===== src/rtl/imem_loader.sv =====
//============================================================================
// Module : imem_loader
// Boot-time byte-stream writer for instruction memory; holds the core in
// reset until the image is loaded. Option macro: LOADER_CHECKSUM_EN.
// Rev    : 1.0
//============================================================================
`default_nettype none

module imem_loader #(
  parameter int DEPTH  = 256,
  parameter int ADDR_W = 8
) (
  input  logic              clk,
  input  logic              reset,
  input  logic              i_in_valid,
  input  logic [7:0]        i_in_data,
  output logic              o_in_ready,
  input  logic              i_load_req,
  output logic              o_imem_we,
  output logic [ADDR_W-1:0] o_imem_addr,
  output logic [31:0]       o_imem_wdata,
  output logic              o_proc_reset,
  output logic              o_done,
  output logic              o_error
);

  localparam logic [15:0] c_DEPTH = 16'(DEPTH);

  typedef enum logic [2:0] {
    S_HDR_HI = 3'd0,
    S_HDR_LO = 3'd1,
    S_DATA   = 3'd2,
    S_CHK    = 3'd3,
    S_DONE   = 3'd4,
    S_ERROR  = 3'd5
  } state_t;

  state_t            r_state;
  logic [15:0]       r_count;
  logic [1:0]        r_byte_cnt;
  logic [23:0]       r_asm;
  logic [ADDR_W-1:0] r_addr;
  logic [ADDR_W-1:0] r_waddr;
  logic [31:0]       r_wdata;
  logic              r_we;
  logic              r_in_ready;
  logic              r_proc_reset;
  logic              r_done;
  logic              r_error;
`ifdef LOADER_CHECKSUM_EN
  logic [7:0]        r_csum;
`endif

  logic        w_accept;
  logic [15:0] w_count;

  assign w_accept = i_in_valid && r_in_ready;
  assign w_count  = {r_count[15:8], i_in_data};

  always_ff @(posedge clk or posedge reset) begin
    if (reset) begin
      r_state      <= S_HDR_HI;
      r_count      <= 16'd0;
      r_byte_cnt   <= 2'd0;
      r_asm        <= 24'd0;
      r_addr       <= '0;
      r_waddr      <= '0;
      r_wdata      <= 32'd0;
      r_we         <= 1'b0;
      r_in_ready   <= 1'b1;
      r_proc_reset <= 1'b1;
      r_done       <= 1'b0;
      r_error      <= 1'b0;
`ifdef LOADER_CHECKSUM_EN
      r_csum       <= 8'd0;
`endif
    end else begin
      r_we <= 1'b0;
      case (r_state)
        S_HDR_HI: begin
          if (w_accept) begin
            r_count[15:8] <= i_in_data;
            r_state       <= S_HDR_LO;
          end
        end
        S_HDR_LO: begin
          if (w_accept) begin
            r_count <= w_count;
            if (w_count == 16'd0) begin
`ifdef LOADER_CHECKSUM_EN
              r_state    <= S_CHK;
`else
              r_state    <= S_DONE;
              r_in_ready <= 1'b0;
`endif
            end else if (w_count > c_DEPTH) begin
              r_state    <= S_ERROR;
              r_in_ready <= 1'b0;
              r_error    <= 1'b1;
            end else begin
              r_state <= S_DATA;
            end
          end
        end
        S_DATA: begin
          if (w_accept) begin
`ifdef LOADER_CHECKSUM_EN
            r_csum <= r_csum ^ i_in_data;
`endif
            r_byte_cnt <= r_byte_cnt + 2'd1;
            if (r_byte_cnt == 2'd3) begin
              r_we    <= 1'b1;
              r_wdata <= {r_asm, i_in_data};
              r_waddr <= r_addr;
              r_addr  <= r_addr + 1'b1;
              r_count <= r_count - 16'd1;
              // r_count holds words still to come, so 1 means this is the last
              if (r_count == 16'd1) begin
`ifdef LOADER_CHECKSUM_EN
                r_state    <= S_CHK;
`else
                r_state    <= S_DONE;
                r_in_ready <= 1'b0;
`endif
              end
            end else begin
              r_asm <= {r_asm[15:0], i_in_data};
            end
          end
        end
`ifdef LOADER_CHECKSUM_EN
        S_CHK: begin
          if (w_accept) begin
            r_in_ready <= 1'b0;
            if (i_in_data == r_csum) begin
              r_state <= S_DONE;
            end else begin
              r_state <= S_ERROR;
              r_error <= 1'b1;
            end
          end
        end
`endif
        S_DONE, S_ERROR: begin
          if (i_load_req) begin
            r_state      <= S_HDR_HI;
            r_in_ready   <= 1'b1;
            r_proc_reset <= 1'b1;
            r_done       <= 1'b0;
            r_error      <= 1'b0;
            r_addr       <= '0;
            r_byte_cnt   <= 2'd0;
`ifdef LOADER_CHECKSUM_EN
            r_csum       <= 8'd0;
`endif
          end else if (r_state == S_DONE) begin
            // Release lands one edge after the final write pulse began
            r_done       <= 1'b1;
            r_proc_reset <= 1'b0;
          end
        end
        default: begin
          r_state    <= S_HDR_HI;
          r_in_ready <= 1'b1;
        end
      endcase
    end
  end

  assign o_in_ready   = r_in_ready;
  assign o_imem_we    = r_we;
  assign o_imem_addr  = r_waddr;
  assign o_imem_wdata = r_wdata;
  assign o_proc_reset = r_proc_reset;
  assign o_done       = r_done;
  assign o_error      = r_error;

endmodule

`default_nettype wire


===== config.mk =====
export PLATFORM = sky130hd
export DESIGN_NAME = imem_loader
export DESIGN_NICKNAME = d
export VERILOG_FILES = /design/src/rtl/imem_loader.sv
export SDC_FILE = /design/constraint.sdc
export NUM_CORES = 1
export LEC_CHECK = 0
export BUFFER_PORTS_ARGS = -buffer_cell sky130_fd_sc_hd__buf_2
export CORE_MARGIN = 3
export CORE_UTILIZATION = 57
export DETAILED_ROUTE_END_ITERATION = 6
export PLACE_DENSITY = 0.79
export SKIP_CTS_REPAIR_TIMING = 1
export SLEW_MARGIN = 25
export SYNTH_ARGS = -nofsm -noshare
export SYNTH_HDL_FRONTEND = slang
export SYNTH_SLANG_ARGS = --single-unit

===== constraint.sdc =====
create_clock -name clk -period 3.95 [get_ports clk]
set_clock_uncertainty 0.15 [all_clocks]
set_input_delay 0.79 -clock clk [delete_from_list [all_inputs] [get_ports clk]]
set_output_delay 0.79 -clock clk [all_outputs]
set_load 0.01 [all_outputs]

==> impl_metrics.csv, run 1 <==
group,metric,value,unit
status,outcome,"finished, final reports clean",
layout,nets,436,
timing,maxSlewViolCount,0,
cts,htree_levels,3,
cts,cts-buffers-inserted,9,
synthesis,netlist_instances,365,
drt,wl,8654,um
placed_design,dpl_worst_slack,0.9975,ns
drt,wl_met1,3868,um
timing,relSlewSlack,0.5497,
cts,worstSkewPairLatency,0.35,ns
worst_setup_path,worst_setup_path_end_kind,"flop",
floorplanning,die_x,93.62,um
synthesis,synthDistinctLibCells,51,
floorplanning,core-area,7331,um^2
global_routing,grt_max_degree,49,
layout,stdcell_area,4954,um^2
layout,multi_input_area,1828,um^2
drt,top_layer,"met4",
pwr,vdd_ir_drop_max,215.6,uV
min_path,hp-class,"reg2reg",
worst_setup_path,rr_worst_depth,7,
worst_setup_path,crit_required,4.04,ns
cts,root_buffer,"clkbuf_8",
timing,period_share,0.6636,
floorplanning,fp-row-count,31,
pwr,power.density,490.5,nW/um^2
worst_setup_path,crit_path_max_fanout,29,
synthesis,ys_ff_latch,98,
placed_design,dp_hpwl,6050,um
layout,final_util,0.6757,
cts,path_clk_slew,0.10,ns
cts,cts_tree,"yes",
worst_setup_path,cp.arrival,2.71,ns
layout,area_growth,13.21,%
placed_design,placed_area,4761,um^2
floorplanning,num_io_pins,57,
drt,drc_errors,0,
floorplanning,die_area,8764,um^2
timing,finalHoldViolCount,0,
timing,setup_slack,1.329,ns
placed_design,gp_congestion,0.8597,
synthesis,ys.flop_type,"dfrtp_1",
drt,vias,3057,
placed_design,placed_cells,508,
drt,ant_nets,0,
floorplanning,chipHeight,93.62,um
layout,layout.area.seq,2455,um^2
synthesis,ys_seq_area_frac,0.5611,
global_routing,grt_pass1_wl,14660,um
global_routing,overflow,0,
drt,wl_met2,4145,um
synthesis,synth_fp_nets,381,
timing,setup_viol,0,
timing,worst_slew_pin_slew,0.6723,ns
cts,clockBufferDepth,2,
drt,wl_met3,522,um
timing,clock.fmax,381.5,MHz
worst_setup_path,startpoint_type,"flop",
drt,vias_per_cell,5.834,
worst_setup_path,path_class,"reg2reg",
global_routing,antenna_found_initial,0,
drt,wl_per_cell,16.52,um
pwr,p_total,2.430,mW
floorplanning,start_util,0.5969,
synthesis,yosys_warnings,0,
placed_design,portBuffers,56,
timing,layout_min_cycle_time,2.621,ns
synthesis,synth_edf_count,0,
drt,first_pass_iters,4,
timing,fin_tns_setup,0,ns
synthesis,synth_area_per_cell,11.99,um^2
timing,timing.hold.ws,0.3309,ns
pwr,power.static_leakage,2.461,nW
flow_run,max-cap-violations,0,
synthesis,syn-cell-area,4375,um^2
cts,clock-sinks,98,
synthesis,synthArstFlopShare,1.000,
global_routing,grt_pass1_vias,3075,
layout,fillers,574,
layout,drive_gt1_frac,0.3835,
min_path,min_path_cells,2,
layout,stdcell_count,524,
timing,rsz0062_at_grt,"no",
global_routing,grt_usage,0.2112,
drt,drt_iter0_drc,198,
layout,n_antenna_cell,0,
report_power, final:
part | switching (mW) | internal, mW | total, mW
sequential | 0.174 | 1.15 | 1.32
clock | 0.362 | 0.260 | 0.622
combinational | 0.267 | 0.220 | 0.487
total | 0.804 | 1.63 | 2.43
final timing paths:
check / startpoint / endpoint / slack [ns]
setup / recovery: o_in_ready / o_imem_wdata[14] / 1.33
max in group asynchronous: reset / o_imem_wdata[6] / 2.55
hold reg to reg: o_proc_reset / o_proc_reset / 0.33
hold / removal: o_proc_reset / o_proc_reset / 0.33
min in group asynchronous: reset / o_imem_wdata[30] / 0.34
setup reg to reg: o_in_ready / o_imem_wdata[14] / 1.33
critical path, cell delays in order (launching register included):
cell and delay, ns:
dfstp_2 0.60, nand2_1 0.16, nor2_1 0.27, a21boi_2 0.20, buf_4 0.22, nand2_2 0.24
buf_4 0.34, mux2_2 0.32
kinds of logic after synthesis:
group           after synthesis  synth area share
flops                        98            0.5611
simple gates                 96            0.1178
compound gates               70            0.1047
mux                          66            0.1699
buf+inv                      25           0.02316
xor+xnor                      6           0.01201
fa+ha+maj                     4           0.01144
final cells by class:
type / instances / area share
clock buffers: 10 / 0.02778
clock inverters: 6 / 0.01111
inverters: 7 / 0.005810
multi-input cells: 242 / 0.3690
flip-flops and latches: 98 / 0.4956
well taps: 99 / 0.02501
repair buffers: 62 / 0.06567
sequential cells by signal, summed over array words and instances (netlist names):
name          count
o_done            1
o_error           1
o_imem_addr       8
o_imem_wdata     32
o_imem_we         1
o_in_ready        1
o_proc_reset      1
r_addr            8
r_asm            24
r_byte_cnt        2
r_count          16
r_state           3
routing by layer:
metal / GRT usage / up-vias
met5: 0 / -
met4: 0.08424 / 0
met3: 0.04586 / 12
met2: 0.3258 / 85
met1: 0.2925 / 1520
li1: - / 1440
cells in the final DEF, fill, tap and decap left out, types with 2 or more instances in the layout:
cell,count
dfrtp_1,96
mux2_2,66
buf_2,56
nand2_1,25
nor2_1,22
o21ai_0,20
a21oi_1,15
clkbuf_8,10
nor3_1,9
nand3_1,7
inv_1,6
xnor2_1,6
buf_4,6
a22o_1,5
nor4_1,5
a31oi_1,4
ha_1,4
or4_4,3
nor3b_1,3
or3_1,3
o211ai_1,3
or3b_2,2
nand2b_1,2
nor3b_2,2
a211oi_1,2
a22oi_1,2
o2bb2ai_1,2
o22a_1,2
o22ai_1,2
o21a_1,2
or4_1,2
or2_2,2
inv_6,2
inv_8,2
clkinvlp_4,2
dfstp_2,2
synth_stat cells, types with 2 or more instances:
library cell,count,area share
a21oi_1,15,0.017
buf_1,4,0.0034
o22a_1,2,0.0040
nor3b_1,3,0.0051
a22oi_1,2,0.0034
mux2_2,66,0.17
nand2b_1,2,0.0029
clkbuf_1,8,0.0069
o21ai_0,20,0.023
or2_2,2,0.0029
nand3_1,7,0.0080
o22ai_1,2,0.0029
a31oi_1,4,0.0057
o2bb2ai_1,2,0.0040
dfstp_2,2,0.012
ha_1,4,0.011
or3_1,3,0.0043
o21a_1,2,0.0034
nor3_1,9,0.010
a211oi_1,2,0.0034
o211ai_1,3,0.0051
or4_1,2,0.0034
buf_2,6,0.0069
or4_4,3,0.0077
nor2_1,22,0.019
nor4_1,5,0.0071
dfrtp_1,96,0.55
xnor2_1,6,0.012
inv_1,7,0.0060
a22o_1,5,0.010
nand2_1,26,0.022
nor3_2,2,0.0046
or3b_2,2,0.0040
nor3b_2,2,0.0057
Power figures use the tool's default switching activity.
==> run 2, diff against run 1 <==
==> constraint.sdc (replaced) <==
create_clock -name clk -period 2.7 [get_ports clk]
set_clock_uncertainty 0.15 [all_clocks]
set_input_delay 0.54 -clock clk [delete_from_list [all_inputs] [get_ports clk]]
set_output_delay 0.54 -clock clk [all_outputs]
set_load 0.01 [all_outputs]
==> impl_metrics.csv, run 2 (synthesis results as in run 1) <==
group,metric,value,unit
pwr,vdd_ir_drop_max,466.0,uV
layout,nets,440,
drt,drc_errors,0,
min_path,hp-start,"i_load_req",
placed_design,gp_congestion,0.8372,
layout,fillers,569,
drt,first_pass_iters,4,
worst_setup_path,crit_required,2.80,ns
floorplanning,die_area,8764,um^2
pwr,power.static_leakage,2.470,nW
drt,wl,8569,um
timing,maxSlewViolCount,0,
cts,cts_tree,"yes",
worst_setup_path,rr_startpoint,"r_count[0]",
layout,area_growth,14.41,%
global_routing,overflow,0,
pwr,power.density,703.1,nW/um^2
cts,clock-sinks,98,
worst_setup_path,crit_path_max_fanout,5,
timing,relSlewSlack,0.6994,
placed_design,placed_cells,511,
global_routing,grt_usage,0.2073,
global_routing,grt_pass1_vias,3067,
cts,cts-buffers-inserted,9,
worst_setup_path,critPathTopFamily,"simple AND/OR/NAND/NOR gates",
drt,vias_per_cell,5.806,
min_path,min_path_cells,2,
worst_setup_path,critPathMaxStageDelay,0.56,ns
global_routing,antenna_found_initial,0,
cts,worstSkewPairLatency,0.35,ns
cts,clockBufferDepth,2,
timing,rsz0062_at_grt,"no",
worst_setup_path,reg2reg_slack,0.15,ns
flow_run,max-cap-violations,0,
floorplanning,core-area,7331,um^2
timing,layout_min_cycle_time,2.554,ns
status,outcome,"finished, final reports clean",
pwr,p_total,3.520,mW
worst_setup_path,cp_slowest_cell,"or4_4",
timing,clock.fmax,391.5,MHz
floorplanning,die_x,93.62,um
floorplanning,start_util,0.5969,
timing,period_share,0.9460,
global_routing,grt_max_degree,49,
placed_design,placed_area,4822,um^2
timing,fin_tns_setup,0,ns
min_path,hp-class,"in2reg",
worst_setup_path,path_class,"reg2reg",
drt,drt_iter0_drc,163,
worst_setup_path,crit_chain,"inv_1 -> ha_1 -> or3b_2 -> or4_4 -> nor3_2 -> a31oi_1 -> o22a_1",
layout,largest_reg_flops,32,
worst_setup_path,worst_setup_path_end_kind,"flop",
floorplanning,chipHeight,93.62,um
placed_design,dp_hpwl,5977,um
global_routing,grt_pass1_wl,14370,um
timing,setup_viol,0,
layout,drive_gt1_frac,0.3855,
cts,root_buffer,"clkbuf_8",
layout,n_antenna_cell,0,
drt,ant_nets,0,
timing,worst_slew_pin_slew,0.4462,ns
floorplanning,fp-row-count,31,
cts,htree_levels,3,
worst_setup_path,rr_worst_depth,7,
cts,path_clk_slew,0.10,ns
floorplanning,num_io_pins,57,
worst_setup_path,r2r-end,"r_count[14]",
drt,wl_per_cell,16.26,um
layout,mostFrequentLayoutCell,"dfrtp_1",
worst_setup_path,cp.arrival,2.65,ns
drt,vias,3060,
layout,stdcell_count,527,
timing,finalHoldViolCount,0,
placed_design,portBuffers,56,
layout,stdcell_area,5006,um^2
min_path,hold_end,"r_state[2]",
layout,layout_common_cells,"dfrtp_1, mux2_2, buf_2",
worst_setup_path,startpoint_type,"flop",
worst_setup_path,critPathBufInv,1,
-- run 2: cell count changes in the layout (fill, tap and decap cells not counted) --
cell,before,now
buf_12,0,3
clkbuf_8,10,9
clkinvlp_4,2,5
dlygate4sd3_1,0,1
inv_4,1,0
inv_6,2,1
inv_8,2,1
-- run 2: per-stage QoR --
stage / setup WS [ns] / util / hold slack [ns]
floorplan: 0.3408 / - / 0.3038
global placement: 0.2845 / 0.6578 / 0.3144
detailed placement: 0.1833 / 0.6578 / 0.3242
CTS: 0.1485 / 0.6815 / -0.04691
global route: 0.03574 / 0.6829 / 0.2988
finish: 0.1459 / 0.6829 / 0.2959
-- run 2: how the worst max path moves through the flow --
stage          startpoint  slack, ns           to  depth (start not counted)
6_report       r_count[0]       0.15  r_count[14]                          7
3_5_place_dp   r_count[0]       0.18  r_count[14]                          7
3_3_place_gp   r_count[0]       0.28  r_count[14]                          7
5_1_grt        r_count[0]       0.04  r_count[14]                          7
4_1_cts        r_count[0]       0.15  r_count[14]                          7
2_1_floorplan  r_count[0]       0.34  r_count[14]                          7
-- run 2: metal layers --
metal	part of all wire	global-route usage	wire [um]
met2	0.50	0.3484	4297
met1	0.44	0.2705	3813
met3	0.042	0.03540	356
met5	0	0	0
met4	0.012	0.07702	102
-- run 2: where the power goes --
group          switching (mW)  total, mW  internal (mW)
clock network           0.516      0.855          0.339
registers               0.257       1.93           1.68
logic                   0.398      0.730          0.332
-- run 2: final cells by class --
type	instances	area (um^2)	area share
Sequential cell	98	2455	0.4904
Multi-Input combinational cell	242	1828	0.3652
Timing Repair Buffer	66	395.4	0.07898
Clock buffer	9	123.9	0.02474
Tap cell	99	123.9	0.02474
Clock inverter	6	50.05	0.009998
Inverter	7	30.03	0.005999
